<file path="src/rtl/upsample2d_stream_ctrl.sv">
// Nearest-neighbour upsampler. Reads one input row into a line buffer, then streams it
// out SCALE times with every pixel repeated SCALE times, in flattened (c,oh,ow) order.
module upsample2d_stream_ctrl #(
    parameter int CH        = 1,
    parameter int IN_H      = 1,
    parameter int IN_W      = 1,
    parameter int SCALE     = 2,
    parameter int WIDTH     = 16,
    parameter     precision = "Q8.8",
    localparam int OUT_H    = IN_H * SCALE,
    localparam int OUT_W    = IN_W * SCALE,
    localparam int RD_AW    = (CH * IN_H * IN_W > 1) ? $clog2(CH * IN_H * IN_W) : 1,
    localparam int WR_AW    = (CH * OUT_H * OUT_W > 1) ? $clog2(CH * OUT_H * OUT_W) : 1
) (
    input  logic                    clk,
    input  logic                    rst,
    input  logic                    start,
    output logic                    busy,
    output logic                    done,
    output logic                    rd_en,
    output logic [RD_AW-1:0]        rd_addr,
    input  logic signed [WIDTH-1:0] rd_data,
    output logic                    out_valid,
    input  logic                    out_ready,
    output logic signed [WIDTH-1:0] out_data,
    output logic [WR_AW-1:0]        out_addr,
    output logic                    out_last
);

    localparam int IW_W = (IN_W > 1) ? $clog2(IN_W) : 1;
    localparam int SC_W = (SCALE > 1) ? $clog2(SCALE) : 1;
    localparam logic [IW_W-1:0]  IW_LAST   = IW_W'(IN_W - 1);
    localparam logic [SC_W-1:0]  SC_LAST   = SC_W'(SCALE - 1);
    localparam logic [WR_AW-1:0] LAST_ADDR = WR_AW'(CH * OUT_H * OUT_W - 1);

    typedef enum logic [1:0] {IDLE, FILL, EMIT, DONE} state_t;

    state_t                    state;
    logic signed [WIDTH-1:0]   lb [IN_W];
    logic [IW_W-1:0]           iw;
    logic                      cap_pending;
    logic [IW_W-1:0]           cap_idx;
    logic [IW_W-1:0]           px;
    logic [IW_W-1:0]           px_next;
    logic [SC_W-1:0]           sc;
    logic [SC_W-1:0]           rep;

    assign px_next = (px == IW_LAST) ? '0 : px + IW_W'(1);

    // Line buffer capture: read data lands one cycle after its strobe.
    always_ff @(posedge clk) begin
        if (cap_pending)
            lb[cap_idx] <= rd_data;
    end

    // Both address streams are plain running counters, since rows are visited in
    // exactly the flattened order of the input and output tensors.
    always_ff @(posedge clk) begin
        if (rst) begin
            state       <= IDLE;
            busy        <= 1'b0;
            done        <= 1'b0;
            rd_en       <= 1'b0;
            rd_addr     <= '0;
            out_valid   <= 1'b0;
            out_data    <= '0;
            out_addr    <= '0;
            out_last    <= 1'b0;
            iw          <= '0;
            cap_pending <= 1'b0;
            cap_idx     <= '0;
            px          <= '0;
            sc          <= '0;
            rep         <= '0;
        end else begin
            done        <= 1'b0;
            cap_pending <= rd_en;
            cap_idx     <= iw;
            case (state)
                IDLE: begin
                    if (start) begin
                        state    <= FILL;
                        busy     <= 1'b1;
                        rd_en    <= 1'b1;
                        rd_addr  <= '0;
                        iw       <= '0;
                        out_addr <= '0;
                        out_last <= 1'b0;
                    end
                end
                FILL: begin
                    if (rd_en) begin
                        rd_addr <= rd_addr + RD_AW'(1);
                        if (iw == IW_LAST)
                            rd_en <= 1'b0;
                        else
                            iw <= iw + IW_W'(1);
                    end
                    // With a one-pixel row the only entry is still in flight, so bypass it.
                    if (cap_pending && cap_idx == IW_LAST) begin
                        state     <= EMIT;
                        out_valid <= 1'b1;
                        out_data  <= (IN_W == 1) ? rd_data : lb[0];
                        out_last  <= (out_addr == LAST_ADDR);
                        px        <= '0;
                        sc        <= '0;
                        rep       <= '0;
                    end
                end
                EMIT: begin
                    if (out_ready) begin
                        if (out_last) begin
                            state     <= DONE;
                            busy      <= 1'b0;
                            done      <= 1'b1;
                            out_valid <= 1'b0;
                            out_last  <= 1'b0;
                        end else begin
                            out_addr <= out_addr + WR_AW'(1);
                            out_last <= ((out_addr + WR_AW'(1)) == LAST_ADDR);
                            if (sc == SC_LAST) begin
                                sc       <= '0;
                                px       <= px_next;
                                out_data <= lb[px_next];
                                if (px == IW_LAST) begin
                                    if (rep == SC_LAST) begin
                                        rep       <= '0;
                                        state     <= FILL;
                                        out_valid <= 1'b0;
                                        rd_en     <= 1'b1;
                                        iw        <= '0;
                                    end else begin
                                        rep <= rep + SC_W'(1);
                                    end
                                end
                            end else begin
                                sc <= sc + SC_W'(1);
                            end
                        end
                    end
                end
                DONE: begin
                    state <= IDLE;
                end
                default: begin
                    state <= IDLE;
                end
            endcase
        end
    end

endmodule

</file>
<file path="config.mk">
export PLATFORM = sky130hd
export DESIGN_NAME = upsample2d_stream_ctrl
export DESIGN_NICKNAME = d
export VERILOG_FILES = /design/src/rtl/upsample2d_stream_ctrl.sv
export SDC_FILE = /design/constraint.sdc
export NUM_CORES = 1
export LEC_CHECK = 0
export ABC_AREA = 1
export ABC_CLOCK_PERIOD_IN_PS = 3200
export CAP_MARGIN = 20
export CORE_AREA = 2 2 67 69
export CTS_CLUSTER_DIAMETER = 50
export DETAILED_ROUTE_END_ITERATION = 12
export DIE_AREA = 0 0 69 71
export GPL_ROUTABILITY_DRIVEN = 1
export PLACE_DENSITY = 0.8
export SLEW_MARGIN = 25
export SYNTH_ARGS = -nofsm -noshare
export SYNTH_HDL_FRONTEND = slang
export SYNTH_SLANG_ARGS = --single-unit
</file>
<file path="constraint.sdc">
create_clock -name clk -period 3.2 [get_ports clk]
set_input_delay 0.8 -clock clk [delete_from_list [all_inputs] [get_ports clk]]
set_output_delay 0.8 -clock clk [all_outputs]
set_load 0.03 [all_outputs]
</file>
==> impl_metrics.toml <==
[floorplanning]
die_area_um2 = 4900
die_x_um = 69
ioPinCount = 44
start_util_pct = 50.6
placementRows = 24
fp.dieH_um = 71
coreArea_um2 = 4200

[flow_run]
drv_cap = 0

[clock_network]
numCtsBuffers = 5
clock_latency_ps = 300
clockBufferDepth = 2
cts_setup_buffers = 0
htree_levels = 2
clkTransAtPathRegs_ps = 90
holdBufCountCts = 0
cts_tree = "done"
root_buffer = "clkbuf_8"
cts_resized = 0
cts_sinks = 45

[critical_path]
end_kind = "primary output"
cp.required_ps = 2400
worst-path-buf-inv = 1
critPathTopFamily = "buffers and inverters"
critPathLaunchType = "register"
crit_chain = "clkdlybuf4s50_1"
slowest_delay_ps = 730
critPathKind = "register to primary output"
critPathSlowestCell = "clkdlybuf4s50_1"
crit_arrival_ps = 1530
cp_max_fo = 7

[hold_path]
worstHoldPathType = "register to register"

[logic_synthesis]
yosysMostFrequentCell = "nand2_1"
synthCells = 255
synth-seq-area-share_pct = 49.9
synth_nets = 284
synth_area_um2 = 2130
synth-main-ff-cell = "dfxtp_1"
yosysTopAreaCell = "dfxtp_1"
synth_edf_count = 16
ys_seq_elements = 45
synth_top_area_share_pct = 27.3
yosys_warnings = 0
synthTopCellsByArea = "dfxtp_1, edfxtp_1, nand2_1"
ys_types = 24
async_flop_share_pct = 0
yosys-top-cells-count = "nand2_1, nor2_1, dfxtp_1"
avgSynthCellArea_um2 = 8.34

[sta]
max_freq_mhz = 430
setup-tns-final_ps = 0
final_hold_viol_count = 0
worstMarginPinSlew_ps = 638
setup_viol = 0
drv_slew = 0
relSlewSlack_pct = 57.4
finalCriticalPeriod_ps = 2330
fin_crit_sh_pct = 72.7
finClkSkew_ps = 9.11
rsz0062_at_grt = "no"

[cells_and_area]
area_growth_pct = 25.4
diodes = 0
nets = 326
stdcell_count = 350
drive_gt1_share_pct = 6.38
n_fill_cell = 368

[placement]
hpwl_mm = 3.27
gp_congestion = 0.839
io_buffers = 43
dp_cells = 342

[routing]
wl_per_cell_um = 13.1
drc = 0
drt-total-wl_mm = 4.59
antenna_left = 0
vias_per_cell = 5.14
drtIter0Drc = 160
vias = 1800
firstDrtPassIters = 4

[power_and_ir_drop]
swShare_pct = 42.8
pwr-share-comb_pct = 48.1
cellInternalPower_uw = 1280
seqPwrFrac_pct = 36.0
power_frac_clock_pct = 15.9
netSwitchingPower_uw = 961
peakVddDrop_uv = 466
leakagePower_uw = 0.00106
power_density_nw_per_um2 = 842

[outcome]
outcome = "finished, final reports clean"

[global_route]
grt_use_met1_pct = 23.0
grt_pass1_vias = 1696
grt_pass1_wl_mm = 7.58
grt_util_met2_pct = 32.8
overflow = 0
grt_start_max_net_pins = 22
gr-usage-met3_pct = 3.85
grt_usage_pct = 19.1
antenna_found_initial = 0
busiest_layer = "met2"
[cells by family (layout without fill, tap and decap cells)]
family / Yosys count / in the layout / share of synthesized area (%)
simple gates: 147 / 147 / 29.9
flops: 45 / 45 / 49.9
compound gates: 31 / 31 / 9.71
buf+inv: 23 / 66 / 5.18
fa+ha+maj: 9 / 9 / 5.30
[flip-flops by register name, indices dropped and copies added (netlist names)]
register	flops
out_valid	1
rd_en	1
done	1
cap_pending	1
sc	1
lb	16
rd_addr	1
rep	1
busy	1
state	2
out_data	16
out_last	1
out_addr	2
[routing by layer]
metal  vias to the layer above  part of all wire (%)
li1                        912                     -
met1                       831                    44
met2                        45                    49
met3                        12                   4.5
met4                         0                   2.4
met5                         -                     0
[placed cells by master (no fill, tap or decap)]
| master | instances |
|---|---|
| dfxtp_1 | 29 |
| nand4_1 | 2 |
| buf_4 | 2 |
| inv_6 | 1 |
| nand3_1 | 24 |
| nor2_1 | 53 |
| a21oi_1 | 10 |
| clkdlybuf4s50_1 | 43 |
| nor3_1 | 2 |
| inv_2 | 1 |
| nor2_8 | 1 |
| inv_1 | 12 |
| nor2_2 | 2 |
| o21ai_0 | 4 |
| clkbuf_8 | 5 |
| ha_1 | 9 |
| or2_2 | 1 |
| nand2_1 | 59 |
| nor2_4 | 2 |
| clkinv_2 | 1 |
| a21boi_0 | 16 |
| o21ai_4 | 1 |
| clkinvlp_4 | 1 |
| nand2_4 | 1 |
| edfxtp_1 | 16 |
[cell type report]
cell class / count / area (µm²) / area share (%)
flip-flops and latches: 45 / 1060 / 39.8
multi-input cells: 187 / 955 / 35.8
clock inverters: 3 / 21.3 / 0.798
repair buffers: 45 / 445 / 16.7
inverters: 13 / 48.8 / 1.83
well taps: 52 / 65.1 / 2.44
clock buffers: 5 / 68.8 / 2.58
[path summary, 6_finish.rpt]
| path | endpoint | slack, ps | start | cells after the start |
|---|---|---|---|---|
| min | cap_pending$_SDFF_PP0_ | 490 | rd_en$_SDFFE_PP0P_ | 2 |
| max | out_last | 870 | out_last$_SDFFE_PP0P_ | 1 |
| min reg2reg | cap_pending$_SDFF_PP0_ | 490 | rd_en$_SDFFE_PP0P_ | 2 |
| max reg2reg | out_data[11]$_SDFFE_PP0P_ | 930 | state[0]$_SDFFE_PP0P_ | 8 |
[through the flow]
step | total power, µW | util [%] | worst slack [ps] | hold slack [ps] | area [µm²]
after global routing | 2410 | 63.4 | 661 | 506 | 2670
after floorplan | 1610 | - | 1560 | 461 | 2130
after detailed placement | 1910 | 61.3 | 756 | 471 | 2570
after global placement | 1880 | 61.3 | 808 | 461 | 2570
final | 2240 | 63.4 | 875 | 486 | 2670
after CTS | 2260 | 63.4 | 858 | 483 | 2670
[power groups by stage]
stage               clock network, µW  registers, µW  logic [µW]
global route                      386            825        1200
finish                            357            808        1080
CTS                               363            812        1090
global placement                    0            819        1060
detailed placement                  0            825        1080
floorplan                           0            979         630
Note: power is estimated with default switching activity, not from simulation.
